File: src/rtl/cp0_exception_sequencer_if.sv
// Bundle of the request, acknowledge and CP0 write-port signals around the
// exception sequencer.
//   master: pipeline side. It drives the exception, ERET and MTC0 requests and
//           the forwarded CP0 values, and receives the accepts, the CP0 write
//           port and the pipeline control outputs.
//   slave : the sequencer, with every direction reversed.
interface cp0_exception_sequencer_if #(
    parameter int unsigned DATA_WIDTH = 32
);
    logic                  exc_req;
    logic [4:0]            exc_code;
    logic [DATA_WIDTH-1:0] exc_pc;
    logic                  exc_bd;
    logic                  eret_req;
    logic [DATA_WIDTH-1:0] cp0_status;
    logic [DATA_WIDTH-1:0] cp0_cause;
    logic [DATA_WIDTH-1:0] cp0_epc;
    logic                  mtc0_valid;
    logic [4:0]            mtc0_addr;
    logic [DATA_WIDTH-1:0] mtc0_data;
    logic                  mtc0_ready;
    logic                  exc_ack;
    logic                  eret_ack;
    logic                  cp0_we;
    logic [4:0]            cp0_waddr;
    logic [DATA_WIDTH-1:0] cp0_wdata;
    logic                  stall;
    logic                  flush;
    logic                  redirect_valid;
    logic [DATA_WIDTH-1:0] redirect_pc;
    logic                  busy;

    modport master (
        output exc_req, exc_code, exc_pc, exc_bd, eret_req,
               cp0_status, cp0_cause, cp0_epc,
               mtc0_valid, mtc0_addr, mtc0_data,
        input  mtc0_ready, exc_ack, eret_ack,
               cp0_we, cp0_waddr, cp0_wdata,
               stall, flush, redirect_valid, redirect_pc, busy
    );

    modport slave (
        input  exc_req, exc_code, exc_pc, exc_bd, eret_req,
               cp0_status, cp0_cause, cp0_epc,
               mtc0_valid, mtc0_addr, mtc0_data,
        output mtc0_ready, exc_ack, eret_ack,
               cp0_we, cp0_waddr, cp0_wdata,
               stall, flush, redirect_valid, redirect_pc, busy
    );
endinterface

File: src/rtl/cp0_exception_sequencer.sv
// Owns the single CP0 write port. It sequences exception entry
// (EPC, Cause, Status, then redirect), ERET return (Status, then redirect)
// and writeback MTC0 writes onto that port.
// Ports:
//   clk, rst : clock and synchronous active-high reset.
//   bus      : slave side of cp0_exception_sequencer_if. It carries the
//              requests and forwarded CP0 values, the combinational accepts
//              (exc_ack, eret_ack, mtc0_ready), and the registered CP0 write
//              port, stall, flush, redirect and busy.
module cp0_exception_sequencer #(
    parameter int unsigned          DATA_WIDTH = 32,
    parameter logic [DATA_WIDTH-1:0] EXC_VECTOR = DATA_WIDTH'(32'h0000_0080)
) (
    input  logic                          clk,
    input  logic                          rst,
    cp0_exception_sequencer_if.slave      bus
);
    localparam int unsigned AW = 5;

    localparam logic [2:0] S_IDLE     = 3'd0;
    localparam logic [2:0] S_W_EPC    = 3'd1;
    localparam logic [2:0] S_W_CAUSE  = 3'd2;
    localparam logic [2:0] S_W_STATUS = 3'd3;
    localparam logic [2:0] S_E_STATUS = 3'd4;
    localparam logic [2:0] S_MTC0     = 3'd5;
    localparam logic [2:0] S_REDIRECT = 3'd6;

    localparam logic [AW-1:0] REG_STATUS = AW'(12);
    localparam logic [AW-1:0] REG_CAUSE  = AW'(13);
    localparam logic [AW-1:0] REG_EPC    = AW'(14);

    logic [2:0]            state_q, state_d;
    logic [4:0]            code_q, code_d;
    logic                  bd_q, bd_d;
    logic                  exl_q, exl_d;
    logic                  eret_q, eret_d;
    logic [DATA_WIDTH-1:0] pc_q, pc_d;
    logic [DATA_WIDTH-1:0] status_q, status_d;
    logic [DATA_WIDTH-1:0] cause_q, cause_d;
    logic [DATA_WIDTH-1:0] epc_q, epc_d;
    logic [AW-1:0]         maddr_q, maddr_d;
    logic [DATA_WIDTH-1:0] mdata_q, mdata_d;

    logic                  cp0_we_q, cp0_we_d;
    logic [AW-1:0]         cp0_waddr_q, cp0_waddr_d;
    logic [DATA_WIDTH-1:0] cp0_wdata_q, cp0_wdata_d;
    logic                  stall_q, stall_d;
    logic                  flush_q, flush_d;
    logic                  redirect_valid_q, redirect_valid_d;
    logic [DATA_WIDTH-1:0] redirect_pc_q, redirect_pc_d;
    logic                  busy_q, busy_d;

    logic                  idle;
    logic                  exc_acc, eret_acc, mtc0_acc;
    logic [DATA_WIDTH-1:0] epc_wr, cause_wr, status_set, status_clr;

    // Accept decode: only in IDLE, exception over ERET over MTC0.
    assign idle     = (state_q == S_IDLE);
    assign exc_acc  = idle & bus.exc_req;
    assign eret_acc = idle & bus.eret_req & ~bus.exc_req;
    assign mtc0_acc = idle & bus.mtc0_valid & ~bus.exc_req & ~bus.eret_req;

    assign bus.exc_ack    = exc_acc;
    assign bus.eret_ack   = eret_acc;
    assign bus.mtc0_ready = mtc0_acc;

    // Next state and latch capture.
    always_comb begin
        state_d  = state_q;
        code_d   = code_q;
        bd_d     = bd_q;
        exl_d    = exl_q;
        eret_d   = eret_q;
        pc_d     = pc_q;
        status_d = status_q;
        cause_d  = cause_q;
        epc_d    = epc_q;
        maddr_d  = maddr_q;
        mdata_d  = mdata_q;
        case (state_q)
            S_IDLE: begin
                if (exc_acc) begin
                    code_d   = bus.exc_code;
                    bd_d     = bus.exc_bd;
                    pc_d     = bus.exc_pc;
                    status_d = bus.cp0_status;
                    cause_d  = bus.cp0_cause;
                    exl_d    = bus.cp0_status[1];
                    eret_d   = 1'b0;
                    // Already in EXL: EPC is preserved, go straight to Cause.
                    state_d  = bus.cp0_status[1] ? S_W_CAUSE : S_W_EPC;
                end else if (eret_acc) begin
                    status_d = bus.cp0_status;
                    epc_d    = bus.cp0_epc;
                    eret_d   = 1'b1;
                    state_d  = S_E_STATUS;
                end else if (mtc0_acc) begin
                    maddr_d  = bus.mtc0_addr;
                    mdata_d  = bus.mtc0_data;
                    state_d  = S_MTC0;
                end
            end
            S_W_EPC:    state_d = S_W_CAUSE;
            S_W_CAUSE:  state_d = S_W_STATUS;
            S_W_STATUS: state_d = S_REDIRECT;
            S_E_STATUS: state_d = S_REDIRECT;
            S_MTC0:     state_d = S_IDLE;
            S_REDIRECT: state_d = S_IDLE;
            default:    state_d = S_IDLE;
        endcase
    end

    // Write data for each sequence step, built from the values being latched.
    always_comb begin
        epc_wr        = bd_d ? (pc_d - DATA_WIDTH'(4)) : pc_d;
        cause_wr      = cause_d;
        cause_wr[6:2] = code_d;
        if (!exl_d) begin
            cause_wr[31] = bd_d;
        end
        status_set    = status_d | DATA_WIDTH'(2);
        status_clr    = status_d & ~DATA_WIDTH'(2);
    end

    // Outputs are decoded from the next state so they register with it.
    always_comb begin
        cp0_we_d         = 1'b0;
        cp0_waddr_d      = '0;
        cp0_wdata_d      = '0;
        redirect_valid_d = 1'b0;
        redirect_pc_d    = '0;
        case (state_d)
            S_W_EPC: begin
                cp0_we_d    = 1'b1;
                cp0_waddr_d = REG_EPC;
                cp0_wdata_d = epc_wr;
            end
            S_W_CAUSE: begin
                cp0_we_d    = 1'b1;
                cp0_waddr_d = REG_CAUSE;
                cp0_wdata_d = cause_wr;
            end
            S_W_STATUS: begin
                cp0_we_d    = 1'b1;
                cp0_waddr_d = REG_STATUS;
                cp0_wdata_d = status_set;
            end
            S_E_STATUS: begin
                cp0_we_d    = 1'b1;
                cp0_waddr_d = REG_STATUS;
                cp0_wdata_d = status_clr;
            end
            S_MTC0: begin
                cp0_we_d    = 1'b1;
                cp0_waddr_d = maddr_d;
                cp0_wdata_d = mdata_d;
            end
            S_REDIRECT: begin
                redirect_valid_d = 1'b1;
                redirect_pc_d    = eret_d ? epc_d : EXC_VECTOR;
            end
            default: ;
        endcase
        stall_d = (state_d != S_IDLE) && (state_d != S_MTC0);
        flush_d = exc_acc | eret_acc;
        busy_d  = (state_d != S_IDLE);
    end

    // State, latches and registered outputs.
    always_ff @(posedge clk) begin
        if (rst) begin
            state_q          <= S_IDLE;
            code_q           <= '0;
            bd_q             <= 1'b0;
            exl_q            <= 1'b0;
            eret_q           <= 1'b0;
            pc_q             <= '0;
            status_q         <= '0;
            cause_q          <= '0;
            epc_q            <= '0;
            maddr_q          <= '0;
            mdata_q          <= '0;
            cp0_we_q         <= 1'b0;
            cp0_waddr_q      <= '0;
            cp0_wdata_q      <= '0;
            stall_q          <= 1'b0;
            flush_q          <= 1'b0;
            redirect_valid_q <= 1'b0;
            redirect_pc_q    <= '0;
            busy_q           <= 1'b0;
        end else begin
            state_q          <= state_d;
            code_q           <= code_d;
            bd_q             <= bd_d;
            exl_q            <= exl_d;
            eret_q           <= eret_d;
            pc_q             <= pc_d;
            status_q         <= status_d;
            cause_q          <= cause_d;
            epc_q            <= epc_d;
            maddr_q          <= maddr_d;
            mdata_q          <= mdata_d;
            cp0_we_q         <= cp0_we_d;
            cp0_waddr_q      <= cp0_waddr_d;
            cp0_wdata_q      <= cp0_wdata_d;
            stall_q          <= stall_d;
            flush_q          <= flush_d;
            redirect_valid_q <= redirect_valid_d;
            redirect_pc_q    <= redirect_pc_d;
            busy_q           <= busy_d;
        end
    end

    assign bus.cp0_we         = cp0_we_q;
    assign bus.cp0_waddr      = cp0_waddr_q;
    assign bus.cp0_wdata      = cp0_wdata_q;
    assign bus.stall          = stall_q;
    assign bus.flush          = flush_q;
    assign bus.redirect_valid = redirect_valid_q;
    assign bus.redirect_pc    = redirect_pc_q;
    assign bus.busy           = busy_q;
endmodule
File: src/flat_wrapper.sv
// flat-port wrapper written by rule: the top's interface ports become plain ports
module cp0_exception_sequencer_flat 
#(
    parameter int unsigned          DATA_WIDTH = 32,
    parameter logic [DATA_WIDTH-1:0] EXC_VECTOR = DATA_WIDTH'(32'h0000_0080)
)
  (clk, rst, bus_exc_req, bus_exc_code, bus_exc_pc, bus_exc_bd, bus_eret_req, bus_cp0_status, bus_cp0_cause, bus_cp0_epc, bus_mtc0_valid, bus_mtc0_addr, bus_mtc0_data, bus_mtc0_ready, bus_exc_ack, bus_eret_ack, bus_cp0_we, bus_cp0_waddr, bus_cp0_wdata, bus_stall, bus_flush, bus_redirect_valid, bus_redirect_pc, bus_busy);
  cp0_exception_sequencer_if #(.DATA_WIDTH(DATA_WIDTH)) bus_i ();
  input  logic clk;
  input  logic rst;
  input wire logic [$bits(bus_i.exc_req)-1:0] bus_exc_req;
  input wire logic [$bits(bus_i.exc_code)-1:0] bus_exc_code;
  input wire logic [$bits(bus_i.exc_pc)-1:0] bus_exc_pc;
  input wire logic [$bits(bus_i.exc_bd)-1:0] bus_exc_bd;
  input wire logic [$bits(bus_i.eret_req)-1:0] bus_eret_req;
  input wire logic [$bits(bus_i.cp0_status)-1:0] bus_cp0_status;
  input wire logic [$bits(bus_i.cp0_cause)-1:0] bus_cp0_cause;
  input wire logic [$bits(bus_i.cp0_epc)-1:0] bus_cp0_epc;
  input wire logic [$bits(bus_i.mtc0_valid)-1:0] bus_mtc0_valid;
  input wire logic [$bits(bus_i.mtc0_addr)-1:0] bus_mtc0_addr;
  input wire logic [$bits(bus_i.mtc0_data)-1:0] bus_mtc0_data;
  output wire logic [$bits(bus_i.mtc0_ready)-1:0] bus_mtc0_ready;
  output wire logic [$bits(bus_i.exc_ack)-1:0] bus_exc_ack;
  output wire logic [$bits(bus_i.eret_ack)-1:0] bus_eret_ack;
  output wire logic [$bits(bus_i.cp0_we)-1:0] bus_cp0_we;
  output wire logic [$bits(bus_i.cp0_waddr)-1:0] bus_cp0_waddr;
  output wire logic [$bits(bus_i.cp0_wdata)-1:0] bus_cp0_wdata;
  output wire logic [$bits(bus_i.stall)-1:0] bus_stall;
  output wire logic [$bits(bus_i.flush)-1:0] bus_flush;
  output wire logic [$bits(bus_i.redirect_valid)-1:0] bus_redirect_valid;
  output wire logic [$bits(bus_i.redirect_pc)-1:0] bus_redirect_pc;
  output wire logic [$bits(bus_i.busy)-1:0] bus_busy;
  assign bus_i.exc_req = bus_exc_req;
  assign bus_i.exc_code = bus_exc_code;
  assign bus_i.exc_pc = bus_exc_pc;
  assign bus_i.exc_bd = bus_exc_bd;
  assign bus_i.eret_req = bus_eret_req;
  assign bus_i.cp0_status = bus_cp0_status;
  assign bus_i.cp0_cause = bus_cp0_cause;
  assign bus_i.cp0_epc = bus_cp0_epc;
  assign bus_i.mtc0_valid = bus_mtc0_valid;
  assign bus_i.mtc0_addr = bus_mtc0_addr;
  assign bus_i.mtc0_data = bus_mtc0_data;
  assign bus_mtc0_ready = bus_i.mtc0_ready;
  assign bus_exc_ack = bus_i.exc_ack;
  assign bus_eret_ack = bus_i.eret_ack;
  assign bus_cp0_we = bus_i.cp0_we;
  assign bus_cp0_waddr = bus_i.cp0_waddr;
  assign bus_cp0_wdata = bus_i.cp0_wdata;
  assign bus_stall = bus_i.stall;
  assign bus_flush = bus_i.flush;
  assign bus_redirect_valid = bus_i.redirect_valid;
  assign bus_redirect_pc = bus_i.redirect_pc;
  assign bus_busy = bus_i.busy;
  cp0_exception_sequencer #(.DATA_WIDTH(DATA_WIDTH), .EXC_VECTOR(EXC_VECTOR)) u_core (.clk(clk), .rst(rst), .bus(bus_i));
endmodule
File: config.mk
export PLATFORM = sky130hd
export DESIGN_NAME = cp0_exception_sequencer_flat
export DESIGN_NICKNAME = d
export VERILOG_FILES = /design/src/rtl/cp0_exception_sequencer_if.sv /design/src/rtl/cp0_exception_sequencer.sv /design/src/flat_wrapper.sv
export SDC_FILE = /design/constraint.sdc
export NUM_CORES = 1
export LEC_CHECK = 0
export CAP_MARGIN = 10
export CORE_ASPECT_RATIO = 1.1
export CORE_MARGIN = 3
export CORE_UTILIZATION = 35
export CTS_CLUSTER_DIAMETER = 40
export DETAILED_ROUTE_END_ITERATION = 12
export HOLD_SLACK_MARGIN = 0.06
export PLACE_DENSITY = 0.67
export SLEW_MARGIN = 5
export SYNTH_ARGS = -nofsm -noshare
export SYNTH_HDL_FRONTEND = slang
export SYNTH_SLANG_ARGS = --single-unit
File: constraint.sdc
create_clock -name clk -period 4.16 [get_ports clk]
set_input_delay 0.832 -clock clk [delete_from_list [all_inputs] [get_ports clk]]
set_output_delay 0.832 -clock clk [all_outputs]
set_load 0.02 [all_outputs]
# Yosys cells after proc, flatten, opt, wreduce, memory -nomap -nowiden
# Index checks and enable logic that the tools add are counted.
# totals
wordCells	95
output_inout_bits	77
regBits	250
in_bits	176
# op_classes
n_reduce_logical	11
add_sub_neg	1
muxes	39
bitwise_logic	11
eq_ne	11
# ops
op	n
two-way mux 32 bit	15
case mux 32 bit (5 select lines)	1
subtractor 32 x 3 -> 32 bit, second input constant	1
two-way mux 5 bit	6
case mux 5 bit (4 select lines)	1
equality test 3 x 2 -> 1 bit, second input constant	4
equality test 3 bit, second input constant	4
case mux 3 bit (4 select lines)	1
two-way mux 1 bit	10
two-way mux 3 bit	3
two-way mux 8 bit	1
bitwise AND 1 bit	6
equality test 3 x 1 -> 1 bit, second input constant	2
OR reduction 2 bit	3
OR reduction 5 bit	1
NOT 1 bit	4
AND reduction 2 bit	2
zero test 3 bit	1
!= test 3 bit, second input constant	1
nonzero test 3 bit	1
OR reduction 3 bit	1
two-way mux 2 bit	1
nonzero test 2 bit	1
logical AND 1 bit	1
OR 1 bit	1

# Logic depth before layout (Yosys ltp)
# logic_depth
word_depth	11
ltp_mapped	13
depth_no_buf	8

# Worst setup path before layout
# OpenSTA, ideal clock, no wires.
# synth_path
path_type	input to register
from	input bus_exc_req
to	register u_core.cp0_wdata_q[18] (netlist: u_core.bus.cp0_wdata[18])
path_buffers	4
cell_stages	10
setup_slack_ns	0.763
required_ns	4.040
arrival_time_ns	3.277
setup_time_ns	0.120
path_cell_list	or4b_4 -> buf_6 -> clkbuf_1 -> clkbuf_1 -> mux2i_1 -> ha_1 -> clkbuf_1 -> nand3_1 -> and3_1 -> o31a_1
# synth_via
elab_chain_len	9
word_cells_on_any_way	30
classes_between	add/sub (1); eq/ne (5); mux (19); bitwise (5)
# synth_rtl
item	line	source
start: declaration	flat_wrapper.sv:11	input wire logic [$bits(bus_i.exc_req)-1:0] bus_exc_req;
branches (longest 8 deep; another with subtractor 32 x 3 -> 32 bit)	--	
case mux 32 bit (5 select lines) *	cp0_exception_sequencer.sv:132	case (state_d)
end signal: assignment	cp0_exception_sequencer.sv:205	cp0_wdata_q <= cp0_wdata_d;
end: declaration	cp0_exception_sequencer.sv:46	logic [DATA_WIDTH-1:0] cp0_wdata_q, cp0_wdata_d;
# Mark *: on every way between the ends. The select of a mux whose other input is x is not followed.
# A chain may end at the register's enable or synchronous reset.

# Final worst setup path
# layout_path
from	input bus_exc_req
to	output bus_exc_ack
# layout_via
elab_chain_len	1
# layout_rtl
item	line	source
bitwise AND 1 bit	cp0_exception_sequencer.sv:59	assign exc_acc = idle & bus.exc_req;
end: declaration	flat_wrapper.sv:23	output wire logic [$bits(bus_i.exc_ack)-1:0] bus_exc_ack;
# No other way between the ends.

==> impl_results.md <==
* Run status: completed
* Hold endpoint: u_core.pc_q[6]
* Worst Skew at 15.1 ps
* Largest family of logic cells by synthesized area: simple AND/OR/NAND/NOR gates
* IO buf count at 247
* Final Setup Violations at 0
* Iter 0 DRT Violations at 462
* Via count at 7349
* Largest net degree at the start of global routing at 79
* # hold bufs at CTS at 0
* Compound-Gate Fraction of Synth Area at 0.120
* Most frequent cells in the layout: 246 x clkdlybuf4s50_1, 209 x dfxtp_1, 172 x nor2_1
* Hold Crit Class: reg -> reg
* Crit path DAT at 2760 ps
* Root buf cell: clkbuf_16
* Synth Area in Simple Gates at 0.191
* I/O Pins at 253
* Fin crit share at 0.864
* Critical path peak fanout at 17
* Post-Synth Adder-Cell Area at 0.00151
* Setup TNS at 0 ps
* Total Power at 0.00616 W
* Distinct cells, synth at 62
* Register-to-Register Path Depth at 7
* Mapped Area at 8290 um2
* Area of the multi-input gates at 3790 um2
* P&R area growth vs syn at 45.6%
* Crit path kind: in -> out
* Num CTS Buffers at 29
* Vias in the first global route at 7187
* First-pass iteration count of the detailed router at 5
* Worst hold stages at 2
* Die Width at 153 um
* Synth Register Bits at 209
* Layout cell share with drive strength beyond 1 at 0.0896
* Sink Count at 209
* Register area share after synthesis at 0.504
* Async SR Flop Fraction at 0
* Yosys warns at 0
* Final nets at 1315
* Slew margin rel. at 0.409
* Skew-Pair Late Insertion Delay at 540 ps
* Tot GR Track Use at 0.200
* Placer Congestion at 0.816
* Crit-path max cell delay at 630 ps
* Slew @ Worst Pin at 864 ps
* RSZ-0062 raised after global routing: false
* Crit-path most repeated cell: clkdlybuf4s50_1
* Hold path start: u_core.pc_q[6]
* Mux contribution to synthesized area at 0.133
* Residual DRC at 0
* Synthesized area per cell at 9.10 um2
* Detailed Route WL at 26.4 mm
* Fmax at 278 MHz
* TritonCTS clock tree: yes
* H-tree depth at 1
* Max_cap viols at 0
* Wire length per cell at 18.0 um
* Post-route ant nets at 0
* Crit end category: primary output
* Commonest non-fill, non-tap cell in the layout: clkdlybuf4s50_1
* Post-DP HPWL at 19.0 mm
* Reg-to-reg startpoint: u_core.state_q[2]
* Reg-to-reg slack, setup at 1130 ps
* Post-Syn Nets at 1088
* Main synth FF type: dfxtp_1
* Syn Inst Count at 911
* CP Cell Sequence: clkdlybuf4s50_1 -> or4b_4 -> clkinv_1 -> clkdlybuf4s50_1
* Post-synth EDFFs at 0
* Reg2reg end: u_core.bus.cp0_wdata[28]
* Total grt overflow at 0
* Synth Area in XOR/XNOR at 0.00950
* Setup Buffers After CTS at 0
* Crit path required time at 3330 ps
* First-pass GRT wire length at 41.0 mm
* CP startpoint kind: input port
* P_leak at 4.69 nW
* Final Hold Fails at 0
* Crit path time final at 3590 ps
* P per Cell Area at 510 nW/um2
* Post-CTS Resized at 0
* Total core area at 23100 um2
* Die footprint at 25600 um2
* Initial Utilization at 0.359
* DR vias/cell at 5.03
* CTS max path bufs at 3
* Slowest library cell on the worst path: clkdlybuf4s50_1
* Chip height at 167 um
* Sequential Area at 4180 um2
* Initial antenna violation count at 1
* Num rows at 58
* Clk pin slew, worst setup/hold paths at 60 ps
* Filler cells at 2137
* Peak supply drop at 0.305 mV
* Pins Over Slew Limit at 0
## flip-flops by register name (all words and copies together) (netlist names), 3 cells and up
signal,count
u_core.state_q,3
u_core.bus.cp0_wdata,32
u_core.code_q,5
u_core.bus.redirect_pc,32
u_core.maddr_q,4
u_core.epc_q,32
u_core.bus.cp0_waddr,5
u_core.pc_q,30
u_core.status_q,31
u_core.cause_q,27
## cells in the mapped netlist, drive strengths merged, types with 5 or more instances
library cell  count  area [um2]
and3              7        43.8
nor4             12        75.1
clkbuf           58         218
or3               6        42.5
nand3            12        60.1
nand2           105         394
o21ai             8        40.0
dfxtp           209        4180
nor2            173         649
o31a              9        78.8
nor3             12        60.1
inv               6        22.5
o221a            12         135
a31oi             5        31.3
mux2i           107        1070
o221ai           19         166
xor2              5        43.8
or4               7        52.6
a21oi            60         300
buf              15        87.6
## worst max path at each step
stage | startpoint | endpoint | slack (ps) | cells past startpoint
floorplan | bus_exc_req | u_core.bus.cp0_wdata[18] | 760 | 10
global placement | bus_exc_req | u_core.bus.cp0_wdata[31] | 430 | 7
detailed placement | bus_exc_req | u_core.bus.cp0_wdata[28] | 380 | 8
CTS | bus_exc_req | bus_exc_ack | 570 | 4
global route | bus_exc_req | bus_exc_ack | 520 | 4
finish | bus_exc_req | bus_exc_ack | 570 | 4
## routing by layer
| metal | global-route usage | vias up | wire, um |
|---|---|---|---|
| li1 | - | 3621 | - |
| met4 | 0.0732 | 0 | 1020 |
| met2 | 0.313 | 226 | 11900 |
| met3 | 0.0352 | 56 | 1500 |
| met1 | 0.277 | 3446 | 12000 |
| met5 | 0 | - | 0 |
## logic make-up after synthesis
kind of cell,count (synthesis)
mux,110
xor+xnor,9
simple gates,362
buf+inv,81
compound gates,139
fa+ha+maj,1
flops,209
## final cells by class
class                           instances  share of cell area
Sequential cell                       209               0.347
Inverter                                8             0.00249
Clock inverter                         23              0.0252
Clock buffer                           31              0.0616
Timing Repair Buffer                  269               0.219
Multi-Input combinational cell        621               0.314
Antenna cell                            1            0.000207
Tap cell                              300              0.0311
## power by group
group / switching, W / internal, W / total (W)
logic: 0.000710 / 0.000578 / 0.00129
clock network: 0.000992 / 0.00164 / 0.00263
registers: 0.0000647 / 0.00218 / 0.00224
## through the flow
| stage | utilization | instances | hold slack [ps] | cell area, um2 | setup WS, ps |
|---|---|---|---|---|---|
| floorplan | - | 911 | 431 | 8290 | 763 |
| global placement | 0.478 | 1407 | 437 | 11000 | 428 |
| detailed placement | 0.478 | 1407 | 447 | 11000 | 377 |
| CTS | 0.523 | 1461 | 455 | 12100 | 571 |
| global route | 0.523 | 1462 | 468 | 12100 | 519 |
| finish | 0.523 | 1462 | 454 | 12100 | 568 |
## worst max-delay path, delay by kind of cell
| family | cells | cell delay [ps] |
|---|---|---|
| simple gates | 1 | 620 |
| buf+inv | 3 | 1300 |
No activity file was read; power rests on OpenSTA's default activity.
